===== src/rtl/mine_pkg.sv =====
// Shared definitions for the mine placement block and its neighbour counter.
// Contents: placer state enum, default board geometry and mine count, width of
// the adjacent-mine count (0..8 needs 4 bits).
package mine_pkg;

  typedef enum logic [1:0] {
    StIdle,
    StFill,
    StDone
  } state_e;

  localparam int unsigned DefRows  = 8;
  localparam int unsigned DefCols  = 8;
  localparam int unsigned DefMines = 10;
  localparam int unsigned CNT_W    = 4;

endpackage


===== src/rtl/mine_nbr_count.sv =====
// Combinational 3x3 window popcount over a row-major ROWS x COLS mine bitmap.
// Neighbours that fall outside the board are masked; edges never wrap.
// Ports:
//   bitmap_i  - mine bitmap, bit (row*COLS + col)
//   row_i     - centre row
//   col_i     - centre column
//   cnt_o     - mines among the in-bounds 8-neighbours (centre excluded)
module mine_nbr_count import mine_pkg::*; #(
  parameter int unsigned ROWS = DefRows,
  parameter int unsigned COLS = DefCols
) (
  input  logic [ROWS*COLS-1:0]    bitmap_i,
  input  logic [$clog2(ROWS)-1:0] row_i,
  input  logic [$clog2(COLS)-1:0] col_i,
  output logic [CNT_W-1:0]        cnt_o
);

  localparam int unsigned IdxW = $clog2(ROWS * COLS);

  int              nr;
  int              nc;
  logic [IdxW-1:0] nidx;

  always_comb begin
    cnt_o = '0;
    nr    = 0;
    nc    = 0;
    nidx  = '0;
    for (int dr = -1; dr <= 1; dr++) begin
      for (int dc = -1; dc <= 1; dc++) begin
        nr   = int'(row_i) + dr;
        nc   = int'(col_i) + dc;
        // Index may be garbage for off-board neighbours; the bounds test masks it.
        nidx = IdxW'(nr * int'(COLS) + nc);
        if (!(dr == 0 && dc == 0) && nr >= 0 && nr < int'(ROWS) &&
            nc >= 0 && nc < int'(COLS)) begin
          cnt_o = cnt_o + {{(CNT_W-1){1'b0}}, bitmap_i[nidx]};
        end
      end
    end
  end

endmodule


===== src/rtl/mine_placer.sv =====
// Mine placer: consumes a random index stream, rejects out-of-range, duplicate
// and protected cells, and records accepted mines in a ROWS x COLS bitmap until
// MINES are placed (or STALL_MAX consecutive rejects abort the fill). A
// registered query port returns a cell's mine bit and adjacent-mine count.
// Optional feature macro: MINE_SAFE_ZONE_EN - protect the safe cell and its
// in-bounds 8-neighbours instead of the safe cell alone.
// Ports:
//   clk, rst                 - clock, synchronous active-high reset
//   start_i                  - begin generation (ignored while filling)
//   safe_row_i, safe_col_i   - first-click cell, sampled on start
//   rnd_i                    - random cell index, one draw per cycle in fill
//   busy_o, done_o, err_o    - filling / map complete / stall abort
//   q_valid_i, q_row_i, q_col_i - query strobe and cell
//   r_valid_o, r_mine_o, r_cnt_o - registered query response
module mine_placer import mine_pkg::*; #(
  parameter  int unsigned ROWS      = DefRows,
  parameter  int unsigned COLS      = DefCols,
  parameter  int unsigned MINES     = DefMines,
  parameter  int unsigned STALL_MAX = 1023,
  localparam int unsigned IDX_W     = $clog2(ROWS * COLS),
  localparam int unsigned RW        = $clog2(ROWS),
  localparam int unsigned CW        = $clog2(COLS)
) (
  input  logic             clk,
  input  logic             rst,
  input  logic             start_i,
  input  logic [RW-1:0]    safe_row_i,
  input  logic [CW-1:0]    safe_col_i,
  input  logic [IDX_W-1:0] rnd_i,
  output logic             busy_o,
  output logic             done_o,
  output logic             err_o,
  input  logic             q_valid_i,
  input  logic [RW-1:0]    q_row_i,
  input  logic [CW-1:0]    q_col_i,
  output logic             r_valid_o,
  output logic             r_mine_o,
  output logic [CNT_W-1:0] r_cnt_o
);

  localparam int unsigned Cells = ROWS * COLS;
  localparam int unsigned McW   = $clog2(MINES + 1);
  localparam int unsigned StW   = $clog2(STALL_MAX + 1);

  state_e           state_q;
  logic [Cells-1:0] bitmap_q;
  logic [McW-1:0]   mine_cnt_q;
  logic [StW-1:0]   stall_q;
  logic [RW-1:0]    safe_row_q;
  logic [CW-1:0]    safe_col_q;

  logic in_range;
  logic is_free;
  logic is_prot;
  logic accept;

  // Extra bit keeps the compare correct when Cells is a power of two.
  assign in_range = ({1'b0, rnd_i} < (IDX_W + 1)'(Cells));
  // Out-of-range reads are don't-care; in_range masks them.
  assign is_free  = ~bitmap_q[rnd_i];

`ifdef MINE_SAFE_ZONE_EN
  logic [IDX_W-1:0] rnd_row;
  logic [IDX_W-1:0] rnd_col;
  int               drow;
  int               dcol;

  always_comb begin
    rnd_row = rnd_i / IDX_W'(COLS);
    rnd_col = rnd_i % IDX_W'(COLS);
    drow    = int'(rnd_row) - int'(safe_row_q);
    dcol    = int'(rnd_col) - int'(safe_col_q);
    is_prot = (drow >= -1) && (drow <= 1) && (dcol >= -1) && (dcol <= 1);
  end
`else
  assign is_prot = (rnd_i == IDX_W'(safe_row_q) * IDX_W'(COLS) + IDX_W'(safe_col_q));
`endif

  assign accept = in_range & is_free & ~is_prot;
  assign busy_o = (state_q == StFill);

  always_ff @(posedge clk) begin
    if (rst) begin
      state_q    <= StIdle;
      bitmap_q   <= '0;
      mine_cnt_q <= '0;
      stall_q    <= '0;
      safe_row_q <= '0;
      safe_col_q <= '0;
      done_o     <= 1'b0;
      err_o      <= 1'b0;
    end else begin
      unique case (state_q)
        StIdle, StDone: begin
          if (start_i) begin
            bitmap_q   <= '0;
            mine_cnt_q <= '0;
            stall_q    <= '0;
            safe_row_q <= safe_row_i;
            safe_col_q <= safe_col_i;
            done_o     <= 1'b0;
            err_o      <= 1'b0;
            state_q    <= StFill;
          end
        end
        StFill: begin
          if (accept) begin
            bitmap_q[rnd_i] <= 1'b1;
            mine_cnt_q      <= mine_cnt_q + McW'(1);
            stall_q         <= '0;
            if (mine_cnt_q == McW'(MINES - 1)) begin
              done_o  <= 1'b1;
              state_q <= StDone;
            end
          end else begin
            stall_q <= stall_q + StW'(1);
            // This reject is the STALL_MAX-th in a row: give up, keep partial map.
            if (stall_q == StW'(STALL_MAX - 1)) begin
              err_o   <= 1'b1;
              state_q <= StDone;
            end
          end
        end
        default: state_q <= StIdle;
      endcase
    end
  end

  // Query path: answers from the bitmap as it stands before this cycle's accept.
  logic [IDX_W-1:0] q_idx;
  logic             q_in;
  logic [CNT_W-1:0] nbr_cnt;

  assign q_idx = IDX_W'(q_row_i) * IDX_W'(COLS) + IDX_W'(q_col_i);
  assign q_in  = (int'(q_row_i) < int'(ROWS)) && (int'(q_col_i) < int'(COLS));

  mine_nbr_count #(
    .ROWS (ROWS),
    .COLS (COLS)
  ) u_nbr (
    .bitmap_i (bitmap_q),
    .row_i    (q_row_i),
    .col_i    (q_col_i),
    .cnt_o    (nbr_cnt)
  );

  always_ff @(posedge clk) begin
    if (rst) begin
      r_valid_o <= 1'b0;
      r_mine_o  <= 1'b0;
      r_cnt_o   <= '0;
    end else begin
      r_valid_o <= q_valid_i;
      if (q_valid_i) begin
        r_mine_o <= q_in & bitmap_q[q_idx];
        r_cnt_o  <= nbr_cnt;
      end
    end
  end

endmodule


===== config.mk =====
export PLATFORM = sky130hd
export DESIGN_NAME = mine_placer
export DESIGN_NICKNAME = d
export VERILOG_FILES = /design/src/rtl/mine_pkg.sv /design/src/rtl/mine_nbr_count.sv /design/src/rtl/mine_placer.sv
export SDC_FILE = /design/constraint.sdc
export NUM_CORES = 1
export LEC_CHECK = 0
export ABC_AREA = 1
export CORE_AREA = 2 2 111 113
export DETAILED_ROUTE_END_ITERATION = 8
export DIE_AREA = 0 0 113 115
export PLACE_DENSITY = 0.81
export SLEW_MARGIN = 25
export SYNTH_ARGS = -nofsm -noshare
export SYNTH_HDL_FRONTEND = slang
export SYNTH_SLANG_ARGS = --single-unit
export TNS_END_PERCENT = 30

===== constraint.sdc =====
create_clock -name clk -period 19.92 [get_ports clk]
set_input_delay 2.988 -clock clk [delete_from_list [all_inputs] [get_ports clk]]
set_output_delay 2.988 -clock clk [all_outputs]
set_load 0.02 [all_outputs]

Word level (Yosys, flattened, before mapping)
Cells that the tools add are included.
{"block": "op_classes", "addsub": 23, "n_lt_le_gt_ge": 23, "eq_ne": 12, "muxes": 51, "bitwise": 4, "n_reduce_logical": 29}
{"operator": "$mux W64", "n": 2}
{"operator": "$pmux W64 S2", "n": 1}
{"operator": "$lt A6 B7 Y1 const B", "n": 10}
{"operator": "$or A64 B64 Y64", "n": 1}
{"operator": "$bmux W1 S6", "n": 10}
{"operator": "$mux W4", "n": 9}
{"operator": "$ge A32 B1 Y1 const B", "n": 1}
{"operator": "$lt A32 B5 Y1 const B", "n": 1}
{"operator": "$add A4 B1 Y4", "n": 7}
{"operator": "$logic_and A1 B1 Y1", "n": 20}
{"operator": "$mux W10", "n": 2}
{"operator": "$pmux W10 S2", "n": 1}
{"operator": "$add A6 B5 Y6", "n": 3}
{"operator": "$add A6 B6 Y6", "n": 3}
{"operator": "$mux W1", "n": 17}
{"operator": "$add A6 B3 Y6", "n": 2}
{"operator": "$add A6 B4 Y6", "n": 2}
{"operator": "$add A10 B1 Y10 const B", "n": 1}
{"operator": "$add A4 B1 Y5 const B", "n": 2}
{"operator": "$eq A10 B10 Y1 const B", "n": 1}
{"operator": "$ge A5 B1 Y1 const B", "n": 2}
{"operator": "$lt A5 B5 Y1 const B", "n": 2}
{"operator": "$add A3 B1 Y4 const B", "n": 2}
{"operator": "$lt A3 B4 Y1 const B", "n": 2}
{"operator": "26 further kinds", "n": 38}
{"block": "totals", "regBits": 94, "inputBits": 22, "out_inout_bits": 9, "elab_cells": 153}

Longest topological paths before layout
{"block": "logic_depth", "depth_word": 20, "ltp_mapped": 42, "mapped_depth_nobuf": 38}

By module
Synthesis repeated with hierarchy kept, for this count alone.
{"block": "hier_totals", "cells_unflattened": 1367, "area_unflattened_um2": 8170.3}
{"mod": "mine_placer", "instances": 1, "cells_per_inst": 812, "area_each_um2": 5216.3, "seq_area_each_um2": 1881.8}
{"mod": "mine_nbr_count", "instances": 1, "cells_per_inst": 555, "area_each_um2": 2954.1, "seq_area_each_um2": 0.0}

Worst setup path after synthesis
OpenSTA, ideal clock, no wires.
{"block": "synth_timing", "path_type": "input-to-reg", "from": "input q_col_i[1]", "to": "register r_cnt_o[2]", "setup_time_ns": 0.115, "arrival_time_ns": 8.313, "t_required_ns": 19.805, "path_slack_ns": 11.491, "path_stages": 40, "n_path_buf": 5, "path_cell_list": "buf_4 > inv_1 > buf_2 > buf_2 > ha_1 > clkbuf_1 > inv_1 > clkbuf_1 > nand2_1 > nand3_1 > nand2_1 > o21ai_1 > inv_1 > a211oi_1 > nor3_1 > ha_1 > inv_1 > nor2_2 > (+4 left out) > ha_1 > nand2_1 > nand2_1 > ha_1 > nand2_1 > nand2_1 > ha_1 > nor2_1 > o21bai_2 > clkinv_1 > ha_1 > nand2_1 > o21ai_1 > ha_1 > nand3_1 > nand2_1 > o21ai_0 > inv_1"}
{"block": "synth_between", "elab_chain_len": 19, "elab_cells_between_ends": 63, "classes_between": "add/sub: 17; order compare: 6; mux: 24; reduce/logical: 16"}
{"element": "from (decl)", "line": "mine_placer.sv:35", "text": "input logic [CW-1:0] q_col_i,"}
{"element": "$add A4 B1 Y5", "line": "mine_nbr_count.sv:32", "text": "nc = int'(col_i) + dc;"}
{"element": "$add A6 B5 Y6 or $ge A5 B1 Y1 (tied branches)", "line": "mine_nbr_count.sv:34, mine_nbr_count.sv:36"}
{"element": "$bmux W1 S6 or $logic_and A1 B1 Y1 (tied branches)", "line": "mine_nbr_count.sv:37, mine_nbr_count.sv:35"}
{"element": "$mux W1 (not written as such) or $logic_and A1 B1 Y1 (tied branches)", "line": "mine_nbr_count.sv:37, mine_nbr_count.sv:36"}
{"element": "$mux W1", "line": "mine_nbr_count.sv:35", "text": "if (!(dr == 0 && dc == 0) && nr >= 0 && nr < int'(ROWS) &&"}
{"element": "$add A4 B1 Y4", "line": "mine_nbr_count.sv:37", "text": "cnt_o = cnt_o + {{(CNT_W-1){1'b0}}, bitmap_i[nidx]};"}
{"element": "$mux W4", "line": "mine_nbr_count.sv:35"}
{"element": "$add A4 B1 Y4", "line": "mine_nbr_count.sv:37"}
{"element": "(+3 left out)"}
{"element": "$add A4 B1 Y4", "line": "mine_nbr_count.sv:37"}
{"element": "$mux W4", "line": "mine_nbr_count.sv:35"}
{"element": "$add A4 B1 Y4", "line": "mine_nbr_count.sv:37"}
{"element": "$mux W4", "line": "mine_nbr_count.sv:35"}
{"element": "$add A4 B1 Y4", "line": "mine_nbr_count.sv:37"}
{"element": "$mux W4", "line": "mine_nbr_count.sv:35"}
{"element": "$add A4 B1 Y4", "line": "mine_nbr_count.sv:37"}
{"element": "$mux W4 *", "line": "mine_nbr_count.sv:35"}
{"element": "to (signal assigned)", "line": "mine_placer.sv:156", "text": "r_cnt_o <= nbr_cnt;"}
{"element": "to (decl)", "line": "mine_placer.sv:38", "text": "output logic [CNT_W-1:0] r_cnt_o"}
Every way passes the cells marked *; elsewhere a longest branch is shown, timed or not. The select of a mux whose other input is x is not followed.
A chain may end at the register's enable or synchronous reset.

Worst setup path in the final report
Ends and elaborated chain as after synthesis.

==> flow_summary.json <==
{
  "drc_errors": 0,
  "synth_top_cells_by_count": "sky130_fd_sc_hd__nand2_1, sky130_fd_sc_hd__nor2_1, sky130_fd_sc_hd__a21oi_1",
  "maximum_number_of_pins_on_one_net_before_global_route_repair": 124,
  "type_of_destination_of_the_critical_path": "register",
  "yosysUniqueCellTypes": 49,
  "tritoncts.num_buffers": 9,
  "cts_setup_buffers": 0,
  "min_from": "state_q[1]",
  "max-cap-violations": 0,
  "cp.required_ns": 20.16,
  "final-seq-area_sq_mm": 0.00188,
  "worstSkewPairLatency_ns": 0.35,
  "synth.yosys.seq_area_share_pct": 25.1,
  "critPathMaxFanout": 33,
  "slew_viols_final": 0,
  "worst_setup_hold_path_clk_slew_ns": 0.06,
  "floorplan.die_area_sq_mm": 0.0130,
  "r2r-end": "r_cnt_o[2]",
  "hold_class": "register to register",
  "synthDominantAreaCellType": "sky130_fd_sc_hd__dfxtp_1",
  "antenna_found_initial": 0,
  "antenna_left": 0,
  "flow.area_growth_from_synthesis_pct": 5.43,
  "cts-hold-fix-buffers": 0,
  "max_slew_margin_vs_limit_pct": 33.5,
  "report.final.setup_viol": 0,
  "gpl.final_weighted_congestion": 0.923,
  "dieHeight_microns": 115,
  "crit_path_max_incr_delay_ns": 1.04,
  "worst_ep_arrival_time_ns": 10.97,
  "total_power_mw": 0.577,
  "synth_top_cells_by_area": "sky130_fd_sc_hd__dfxtp_1, sky130_fd_sc_hd__nand2_1, sky130_fd_sc_hd__a21oi_1, sky130_fd_sc_hd__nor2_1, sky130_fd_sc_hd__o21ai_0",
  "first_pass_grt_wire_length_mm": 33.1,
  "min_delay_worst_endpoint": "state_q[1]",
  "intPower_mw": 0.374,
  "multi_input_comb_area_sq_mm": 0.00478,
  "flip_flop_and_latch_count_after_synthesis": 94,
  "p_sw_mw": 0.203,
  "slowest_stage": "sky130_fd_sc_hd__ha_1",
  "ios": 31,
  "number_of_cells_on_the_worst_reg_to_reg_path": 35,
  "drt_iter0_drc": 979,
  "ctsLongestPathBuffers": 2,
  "final_layout_size_suffix_gt1_share_pct": 3.86,
  "worst_ir_drop_vdd_uv": 52.9,
  "tritoncts_num_sinks": 94,
  "post-synth-top-count-cell": "sky130_fd_sc_hd__nand2_1",
  "worst-r2r-setup-slack_ns": 14.47,
  "initial_utilization_pct": 63.4,
  "p_seq_share_pct": 34.2,
  "syn_area_per_cell_sq_um": 6.06,
  "tightest_slew_ns": 0.997,
  "route.final.wire_length_mm": 20.6,
  "power_frac_clock_pct": 31.7,
  "fraction_of_power_consumed_by_combinational_cells_pct": 34.2,
  "totalNegativeSetupSlack_ns": 0,
  "rsz_0062_raised_after_global_routing": "no",
  "filler_cell_count": 1148,
  "die_width_microns": 113,
  "detailedRoute.firstPassIterationCount": 5,
  "grt-ovfl-total": 0,
  "async_flop_share_pct": 0,
  "routedWlPerCell_microns": 15.1,
  "sw_frac_of_total_pct": 35.2,
  "synth-edff-count": 0,
  "final_nets": 1268,
  "critical_path_class": "input pin to register",
  "critPathBufInv": 6,
  "outcome": "finished, final reports clean",
  "timing.hold.worst_path_depth": 2,
  "placement.io_buffers": 30,
  "synthesis.nets": 1288,
  "start_kind": "input pin",
  "critical_path.top_delay_family": "adder cells",
  "placement_rows": 40,
  "hold_violations": 0,
  "vias_per_cell": 5.80,
  "synth.cell_area_sq_mm": 0.00749,
  "post-synth-top-area-fraction_pct": 25.1,
  "synthesized_netlist_cell_count": 1235,
  "power_density_mw_per_mm2": 73.1,
  "finClkSkew_ns": 0.00726,
  "route.vias.total": 7924,
  "cts_root_buffer": "sky130_fd_sc_hd__clkbuf_16",
  "ys_warn_count": 0,
  "finalCriticalPeriod_ns": 10.73,
  "min_period_over_period_pct": 53.9,
  "worstReg2RegStart": "bitmap_q[15]",
  "core_area_sq_mm": 0.0118,
  "gr-usage-all-layers_pct": 31.6,
  "p_leak_nw": 3.33,
  "postCtsResizedCells": 0,
  "tritoncts": "yes",
  "dp.final_hpwl_mm": 14.5,
  "cts.htree.levels": 3,
  "synth_top_flop_cell": "sky130_fd_sc_hd__dfxtp_1",
  "first_global_vias": 6798,
  "fmaxAchievable_mhz": 93.2,
  "antenna_cells": 0
}
cell usage in the layout (no fill, tap or decap), types with 9 or more instances in the layout:
master / instances
sky130_fd_sc_hd__a21oi_1: 127
sky130_fd_sc_hd__nor3_1: 10
sky130_fd_sc_hd__o21ai_0: 97
sky130_fd_sc_hd__dfxtp_1: 94
sky130_fd_sc_hd__nand3_1: 61
sky130_fd_sc_hd__nand4_1: 10
sky130_fd_sc_hd__nor2_1: 156
sky130_fd_sc_hd__o22ai_1: 10
sky130_fd_sc_hd__clkbuf_16: 9
sky130_fd_sc_hd__nand2_1: 343
sky130_fd_sc_hd__inv_1: 108
sky130_fd_sc_hd__ha_1: 28
sky130_fd_sc_hd__o21ai_1: 31
sky130_fd_sc_hd__xnor2_1: 11
sky130_fd_sc_hd__clkdlybuf4s50_1: 28
sky130_fd_sc_hd__xor2_1: 12
logic make-up after synthesis:
group,after synthesis,synth area share [%]
AOI/OAI and AO/OA,297,21.3
and+or+nand+nor,609,34.2
adders and majority gates,31,5.48
DFF,94,25.1
buffers and inverters,180,11.1
xor gates and xnor gates,23,2.69
muxes,1,0.134
cell type report:
cell class | instances | area share (%)
clock buffer | 11 | 2.95
inverter | 118 | 5.64
timing repair buffer | 31 | 3.80
tap | 147 | 2.33
clock inverter | 4 | 0.919
sequential | 94 | 23.8
multi-input combinational | 961 | 60.5
per-stage QoR:
stage                     util, %  hold slack (ns)  worst slack (ns)  area [sq um]  cells
final                        66.9            0.461              9.19          7900   1366
after global routing         66.9            0.478              8.55          7900   1366
after floorplan                 -            0.440             11.49          7490   1235
after CTS                    66.9            0.466              9.37          7900   1366
after global placement       64.3            0.450              9.22          7590   1351
after detailed placement     64.3            0.457              9.01          7590   1351
metal layers:
layer / up-vias / global-route usage [%] / share of wire, %
met2: 349 / 48.2 / 43
met3: 39 / 5.64 / 9.9
met5: - / 0 / 0
li1: 3997 / - / -
met4: 0 / 11.6 / 2.9
met1: 3539 / 44.8 / 44
power groups by stage:
stage | clock network, mW | registers [mW] | logic (mW)
floorplan | 0 | 0.204 | 0.151
global placement | 0 | 0.201 | 0.188
detailed placement | 0 | 0.201 | 0.194
CTS | 0.184 | 0.197 | 0.195
global route | 0.191 | 0.198 | 0.222
finish | 0.183 | 0.197 | 0.197
worst register-to-register path: cells and delay by family, from the launching register on:
kind	cells	cell delay, ns
AOI/OAI and AO/OA	8	1.30
adders and majority gates	8	2.19
buffers and inverters	3	0.23
DFF	1	0.36
and+or+nand+nor	16	1.24
sequential cells by signal (all words and copies together) (netlist names):
register and flops:
r_mine_o 1, bitmap_q 64, safe_col_q 3, err_o 1, stall_q 10, r_cnt_o 4, state_q 2, safe_row_q 3
done_o 1, mine_cnt_q 4, r_valid_o 1
how the worst max path moves through the flow:
| stage | start | endpoint | slack [ns] | cells past startpoint |
|---|---|---|---|---|
| global placement | q_col_i[1] | r_cnt_o[1] | 9.22 | 35 |
| finish | q_col_i[1] | r_cnt_o[2] | 9.19 | 37 |
| CTS | q_col_i[1] | r_cnt_o[2] | 9.37 | 37 |
| detailed placement | q_col_i[1] | r_cnt_o[2] | 9.01 | 37 |
| global route | q_col_i[1] | r_cnt_o[2] | 8.55 | 37 |
| floorplan | q_col_i[1] | r_cnt_o[2] | 11.49 | 40 |
No activity file was read; power rests on OpenSTA's default activity.
